===== src/rtl/ram_rd_streamer.sv =====
`default_nettype none
// ============================================================================
// Module      : ram_rd_streamer
// Description : Read-side streaming engine for the 4096 x 64 dual-port RAM.
//               Turns a (start address, length) command into sequential RAM
//               reads, absorbs the fixed RAM read latency and delivers the
//               words as a valid/ready stream with a last-beat flag.
// Revision    : 1.0 - initial release
// ============================================================================
module ram_rd_streamer #(
    parameter int DATA_WIDTH = 64,
    parameter int ADDR_WIDTH = 12,
    parameter int FIFO_DEPTH = 4,
    parameter int RD_LATENCY = 1
) (
    input  logic                  clock,
    input  logic                  resetn,
    input  logic                  cmd_valid,
    output logic                  cmd_ready,
    input  logic [ADDR_WIDTH-1:0] cmd_addr,
    input  logic [ADDR_WIDTH-1:0] cmd_len,
    output logic                  ram_read,
    output logic [ADDR_WIDTH-1:0] ram_rd_address,
    input  logic [DATA_WIDTH-1:0] ram_data_out,
    output logic                  m_valid,
    input  logic                  m_ready,
    output logic [DATA_WIDTH-1:0] m_data,
    output logic                  m_last,
    output logic                  busy
);

    localparam int c_PTR_W = $clog2(FIFO_DEPTH);
    localparam int c_CNT_W = $clog2(FIFO_DEPTH) + 1;
    // One extra bit so occupancy + inflight can never wrap in the compare
    localparam int c_SUM_W = c_CNT_W + 1;

    typedef enum logic [1:0] {
        ST_IDLE  = 2'd0,
        ST_ISSUE = 2'd1,
        ST_DRAIN = 2'd2
    } state_t;

    state_t                  r_state;
    logic [ADDR_WIDTH-1:0]   r_addr;
    logic [ADDR_WIDTH-1:0]   r_remaining;

    // In-flight read tracking: bit 0 is the newest issue, MSB is the exit stage
    logic [RD_LATENCY-1:0]   r_pipe_vld;
    logic [RD_LATENCY-1:0]   r_pipe_last;

    logic [DATA_WIDTH-1:0]   r_fifo_data [FIFO_DEPTH];
    logic [FIFO_DEPTH-1:0]   r_fifo_last;
    logic [c_PTR_W-1:0]      r_wr_ptr;
    logic [c_PTR_W-1:0]      r_rd_ptr;
    logic [c_CNT_W-1:0]      r_occupancy;

    logic [c_CNT_W-1:0]      w_inflight;
    logic [c_SUM_W-1:0]      w_level;
    logic                    w_issue;
    logic                    w_issue_last;
    logic                    w_push;
    logic                    w_pop;
    logic                    w_empty;
    logic                    w_full;

    // Count of valid in-flight stages
    always_comb begin
        w_inflight = '0;
        for (int i = 0; i < RD_LATENCY; i++) begin
            w_inflight = w_inflight + c_CNT_W'(r_pipe_vld[i]);
        end
    end

    // Issue decision uses registered counts only; a same-cycle pop is not credited
    assign w_level      = {1'b0, r_occupancy} + {1'b0, w_inflight};
    assign w_issue      = (r_state == ST_ISSUE) && (w_level < c_SUM_W'(FIFO_DEPTH));
    assign w_issue_last = w_issue && (r_remaining == '0);

    assign w_empty      = (r_occupancy == '0);
    assign w_full       = (r_occupancy == c_CNT_W'(FIFO_DEPTH));
    assign w_push       = r_pipe_vld[RD_LATENCY-1];
    assign w_pop        = !w_empty && m_ready;

    assign ram_read       = w_issue;
    assign ram_rd_address = r_addr;
    assign cmd_ready      = (r_state == ST_IDLE);
    assign busy           = (r_state != ST_IDLE);
    assign m_valid        = !w_empty;
    // Head is gated so stale buffer contents never show while empty
    assign m_data         = w_empty ? '0 : r_fifo_data[r_rd_ptr];
    assign m_last         = !w_empty && r_fifo_last[r_rd_ptr];

    // Command FSM: latches the command, walks the address and length counters
    always_ff @(posedge clock) begin
        if (!resetn) begin
            r_state     <= ST_IDLE;
            r_addr      <= '0;
            r_remaining <= '0;
        end else begin
            case (r_state)
                ST_IDLE: begin
                    if (cmd_valid) begin
                        r_addr      <= cmd_addr;
                        r_remaining <= cmd_len;
                        r_state     <= ST_ISSUE;
                    end
                end
                ST_ISSUE: begin
                    if (w_issue) begin
                        r_addr      <= r_addr + ADDR_WIDTH'(1);
                        r_remaining <= r_remaining - ADDR_WIDTH'(1);
                        if (r_remaining == '0) begin
                            r_state <= ST_DRAIN;
                        end
                    end
                end
                ST_DRAIN: begin
                    if (w_pop && m_last) begin
                        r_state <= ST_IDLE;
                    end
                end
                default: r_state <= ST_IDLE;
            endcase
        end
    end

    // Latency-matching shift register of {valid, last} per issued read
    always_ff @(posedge clock) begin
        if (!resetn) begin
            r_pipe_vld  <= '0;
            r_pipe_last <= '0;
        end else begin
            r_pipe_vld  <= (r_pipe_vld << 1)  | RD_LATENCY'(w_issue);
            r_pipe_last <= (r_pipe_last << 1) | RD_LATENCY'(w_issue_last);
        end
    end

    // Output buffer storage; pointers are flushed by reset so contents need none
    always_ff @(posedge clock) begin
        if (w_push) begin
            r_fifo_data[r_wr_ptr] <= ram_data_out;
            r_fifo_last[r_wr_ptr] <= r_pipe_last[RD_LATENCY-1];
        end
    end

    // Output buffer pointers and occupancy
    always_ff @(posedge clock) begin
        if (!resetn) begin
            r_wr_ptr    <= '0;
            r_rd_ptr    <= '0;
            r_occupancy <= '0;
        end else begin
            if (w_push) begin
                r_wr_ptr <= r_wr_ptr + c_PTR_W'(1);
            end
            if (w_pop) begin
                r_rd_ptr <= r_rd_ptr + c_PTR_W'(1);
            end
            case ({w_push, w_pop})
                2'b10:   r_occupancy <= r_occupancy + c_CNT_W'(1);
                2'b01:   r_occupancy <= r_occupancy - c_CNT_W'(1);
                default: r_occupancy <= r_occupancy;
            endcase
        end
    end

    // The issue throttle guarantees a returning word always has a free slot
    a_fifo_no_overflow: assert property (@(posedge clock) disable iff (!resetn)
        !(w_push && w_full));

endmodule
`default_nettype wire


===== config.mk =====
export PLATFORM = sky130hd
export DESIGN_NAME = ram_rd_streamer
export DESIGN_NICKNAME = d
export VERILOG_FILES = /design/src/rtl/ram_rd_streamer.sv
export SDC_FILE = /design/constraint.sdc
export NUM_CORES = 1
export LEC_CHECK = 0
export ABC_AREA = 1
export CORE_MARGIN = 1
export CORE_UTILIZATION = 39
export CTS_CLUSTER_DIAMETER = 120
export DETAILED_ROUTE_END_ITERATION = 6
export PLACE_DENSITY_LB_ADDON = 0.12
export SETUP_SLACK_MARGIN = 0.4
export SLEW_MARGIN = 20
export SYNTH_ARGS = -nofsm -noshare
export SYNTH_HDL_FRONTEND = slang
export SYNTH_SLANG_ARGS = --single-unit

===== constraint.sdc =====
create_clock -name clock -period 3.1 [get_ports clock]
set_clock_uncertainty 0.05 [all_clocks]
set_input_delay 0.62 -clock clock [delete_from_list [all_inputs] [get_ports clock]]
set_output_delay 0.62 -clock clock [all_outputs]
set_load 0.005 [all_outputs]

== Word level (Yosys, flattened, before mapping) ==
Memories as Yosys holds them, arrays and structs flattened. A register that Yosys moved wholly into a read port is not among the register bits.
Cells that the tools add are included.
Storage, ports and cells
  register bits after elaboration: 39
  memory bits (writable): 256
  output and inout bits: 81
  logic and storage cells: 66
  memories: 1
Operators by class
  $add $sub $neg: 7
  order comparisons: 4
  equality and inequality tests: 8
  muxes and demuxes: 22
  reductions and logical operators: 15
Memory list
  r_fifo_data: depth 4, bits a word 64, read ports 1, clocked after memory_dff 1, write ports 1, line 51  | logic [DATA_WIDTH-1:0] r_fifo_data [FIFO_DEPTH];
Operators with widths (number)
  2-to-1 mux 64 bit: 1
  2-to-1 mux 12 bit: 4
  case mux 12 bit (2 select lines): 2
  adder 12 x 1 -> 12 bit (second input constant): 1
  zero test 12 bit: 1
  2-to-1 mux 2 bit: 6
  subtractor 12 x 1 -> 12 bit (second input constant): 1
  logical AND 1 bit: 6
  less-than comparator 2 x 3 -> 1 bit (second input constant): 2
  != test 2 bit (second input constant): 3
  case mux 2 bit (3 select lines): 1
  case mux 3 bit (2 select lines): 1
  nonzero test 2 bit: 3
  adder 2 x 1 -> 2 bit (second input constant): 2
  adder 3 x 1 -> 4 bit: 1
  bitwise mux 4 bit: 1
  equality test 2 x 1 -> 1 bit (second input constant): 2
  equality test 2 bit (second input constant): 2
  less-than comparator 4 x 3 -> 1 bit (second input constant): 1
  2-to-1 mux 1 bit: 4
  AND reduction 4 bit: 1
  adder 3 x 1 -> 3 bit (second input constant): 1
  zero test 3 bit: 1
  AND reduction 3 bit: 1
  other kinds (7): 7

== Logic depth before layout (Yosys ltp) ==
  depth in word-level cells: 6
  mapped depth: 11
  depth with buffers taken out: 11

== Worst setup path after synthesis ==
OpenSTA, ideal clock, no wires.
  path kind: reg2reg
  start point: register r_wr_ptr[0]
  end point: memory r_fifo_data[2][0], enable pin
  setup time: 419 ps
  arrival: 1866 ps
  setup slack: 765 ps
  stages on the path, launching flop included: 5
  buffers on the path: 0
  clock period less this slack: 2335 ps
  cells stage by stage: dfxtp_1 inv_1 ha_1 nand2_1 inv_1
RTL lines
  start, declared: line 53  | logic [c_PTR_W-1:0] r_wr_ptr;
  start signal, assigned: line 154  | r_wr_ptr <= r_wr_ptr + c_PTR_W'(1);
  end, declared: line 51
Straight into the memory's write port.

==> summary.md <==
| Metric | Value |
|---|---|
| Status | completed |
| Starting density of the core | 0.398 |
| Worst Hold Class | flip-flop to flip-flop |
| Reg2reg setup slack | 1060 ps |
| RePlAce Congestion | 0.810 |
| Final hold vios | 0 |
| Placement Setup Slack | 539 ps |
| GR Util met2 | 0.332 |
| Clk Tree Root Cell | clkbuf_16 |
| Die height | 179 µm |
| DIE WIDTH | 179 µm |
| Number of cells on the worst reg-to-reg path | 11 |
| Crit Path Max Fanout | 13 |
| Clk Latency, worst-skew pair | around 500 ps |
| Final HPWL DP | approximately 17000 µm |
| P_int | 8.04 mW |
| Proportion of layout cells with a drive suffix above 1 | 0.0883 |
| Switch share | 0.277 |
| H-tree depth | 2 |
| Mapped Nets | 1222 |
| Post-Synthesis Cells | 1121 |
| Register area share after synthesis | 0.700 |
| Clock Power Share | 0.341 |
| Setup Viol. Count Final | 0 |
| FP Rows | 64 |
| Setup TNS | 0 ps |
| Residual DRC count | 0 |
| Final Worst Setup Slack | 253 ps |
| Total net switching power | 3.08 mW |
| Area delta synth->final | 32.3% |
| Post-synthesis cell area | between 10000 and 15000 µm² |
| Largest area contributor in the synthesized netlist | edfxtp_1 |
| Critical path cell sequence | buf_12 > buf_16 > nor2_1 > nor2_1 > o21ai_0 > a21oi_2 > clkdlybuf4s50_1 |
| Setup CP Type | flip-flop to primary output |
| Hold-fix buffers, CTS | 0 |
| Clock buffer depth | 3 |
| R2r endpoint | r_occupancy[2] |
| Max Cap Viol | 0 |
| Die Area | 32000 µm² |
| Final Routed Wirelength | 32200 µm |
| Seq pwr share | 0.411 |
| RR Startpoint | r_occupancy[1] |
| Synth top area cells | edfxtp_1 (64%), nor2_1 (9.4%), o21ai_0 (6.2%), dfxtp_1 (6.1%), a21oi_1 (4.2%) |
| Hold Crit Start | r_pipe_last |
| Most frequent cells in the layout | nor2_1 (304), edfxtp_1 (260), o21ai_0 (137) |
| Peak VDD IR | 327 µV |
| First-pass GRT wire length | 47800 µm |
| Reg clk slew, reported paths | 60 ps |
| Cell Pwr Density | around 690 nW/µm² |
| FF+latch count, synth | roughly 300 |
| Worst slew margin | 0.514 |
| Crit share post-route | 0.918 |
| Syn_area_per_cell | 10.9 µm² |
| Core area | 30700 µm² |
| Comb pwr share | 0.248 |
| Crit-path max cell delay | 530 ps |
| DR iter-0 viols | 551 |
| Fin. max-slew vios | 0 |
| Worst Path Arrival | 2180 ps |
| Worst Hold End | r_fifo_last[1] |
| Vias in the first global route | between 8000 and 9000 |
| CP dominant cell by count | nor2_1 |
| CTS tree | yes |
| Fin nets | 1413 |
| Antenna violations before repair | 0 |
| Leakage | 6.34 nW |
| RSZ-0062 raised after global routing | yes |
| GR Overflow Total | 0 |
| Yosys warns | 0 |
| Most common cell after layout, fill and taps aside | nor2_1 |
| Met1 GRT Util | 0.272 |
| Vias per inst | 5.01 |
| Top cell type's share of synthesized area | 0.640 |
| Min cycle time layout | 2850 ps |
| Startpoint Class | flip-flop |
| Worst Setup End Kind | primary output |
| I/O Pins | 173 |
| IO buf count | 172 |
| Gr busiest metal | met2 |
| F_max | 351 MHz |
| Routed len/inst | around 19 µm |
| Antenna viol nets, final | 0 |
| Worst Hold Depth | 0 |
| Diode count | 0 |
| Yosys cell types | 27 |
| DRT Pass-1 Iters | 5 |
| Vias | 8670 |
| Sink Count | 297 |
| Largest net degree at the start of global routing | 65 |
| TritonCTS Buffers | 34 |
| WP data required | 2430 ps |
| Slowest CP cell | clkdlybuf4s50_1 |
| M3 GR Usage | 0.0341 |
| Global Route Usage Sum | 0.199 |
| Least-Margin Pin Slew | roughly 730 ps |
==> layer usage <==
metal  share of wire  vias to the layer above
li1                -                     4271
met1            0.46                     4106
met2            0.47                      260
met3           0.057                       33
met4           0.013                        0
met5               0                        -
==> repair_timing <==
action,CTS,global route
endpoints found under the hold margin,0,0
resized for setup,47,67
setup buffers,7,0
endpoints found under the setup margin,66,60
pin swaps,3,20
cloned,9,5
==> power groups by stage <==
| stage | registers, mW | logic [mW] | clock network, mW |
|---|---|---|---|
| floorplan | 4.64 | 1.11 | 0 |
| global placement | 4.65 | 2.31 | 0 |
| detailed placement | 4.65 | 2.32 | 0 |
| CTS | 4.57 | 2.70 | 3.86 |
| global route | 4.59 | 3.02 | 4.04 |
| finish | 4.57 | 2.76 | 3.79 |
==> through the flow <==
step,instance area [µm²],total power [mW],hold WS (ps),cells,utilization
4_1_cts,15900,11.1,412,1727,0.519
6_report,16200,11.1,412,1732,0.527
3_3_place_gp,14400,6.96,412,1651,0.470
5_1_grt,16200,11.7,455,1732,0.527
3_5_place_dp,14400,6.97,412,1651,0.470
2_1_floorplan,12200,5.75,388,1121,-
==> synth_stat cells (all sizes together) <==
master  instances
nand3          25
ha              8
nand4           6
o21ai         157
o22ai           4
inv            53
nor2          307
o211ai          1
xor2            1
o21a            2
dfxtp          37
edfxtp        260
clkbuf         26
a21oi         102
nand2          88
fa              1
or2             2
buf            35
nor3            4
nand3b          2
==> worst max-delay path, delay by kind of cell, from the launching register on <==
kind	cells	cell delay, ps
AOI/OAI and AO/OA	2	310
DFF	1	390
buffers and inverters	3	850
and+or+nand+nor	2	130
==> how the worst max path moves through the flow <==
stage          cells after the start        start                 to
4_1_cts                            6    flip-flop         m_data[16]
3_3_place_gp                       6    flip-flop          m_data[3]
5_1_grt                            7    flip-flop         m_data[22]
3_5_place_dp                      10      m_ready     r_occupancy[2]
2_1_floorplan                      4  r_wr_ptr[0]  r_fifo_data[2][0]
6_report                           7    flip-flop         m_data[54]
==> sequential cells by signal (all words and copies together) (netlist names), named ones only <==
signal,cells
r_fifo_data,256
r_remaining,12
ram_rd_address,12
r_fifo_last,4
r_occupancy,3
r_rd_ptr,2
r_state,2
r_wr_ptr,2
r_pipe_last,1
r_pipe_vld,1
==> area by class of cell <==
type | instances | area (µm²)
Timing Repair Buffer | 216 | 2590
Clock inverter | 21 | 151
Fill cell | 2667 | 14500
Multi-Input combinational cell | 710 | 3220
Clock buffer | 39 | 901
Sequential cell | 297 | 8560
Tap cell | 396 | 495
Inverter | 53 | 238
==> logic make-up after synthesis <==
logic type,share of synthesized area
AOI/OAI and AO/OA,0.110
buffers and inverters,0.0392
and+or+nand+nor,0.140
adders and majority gates,0.00984
DFF,0.700
xor gates and xnor gates,0.000718
Note: power is estimated with default switching activity, not from simulation.
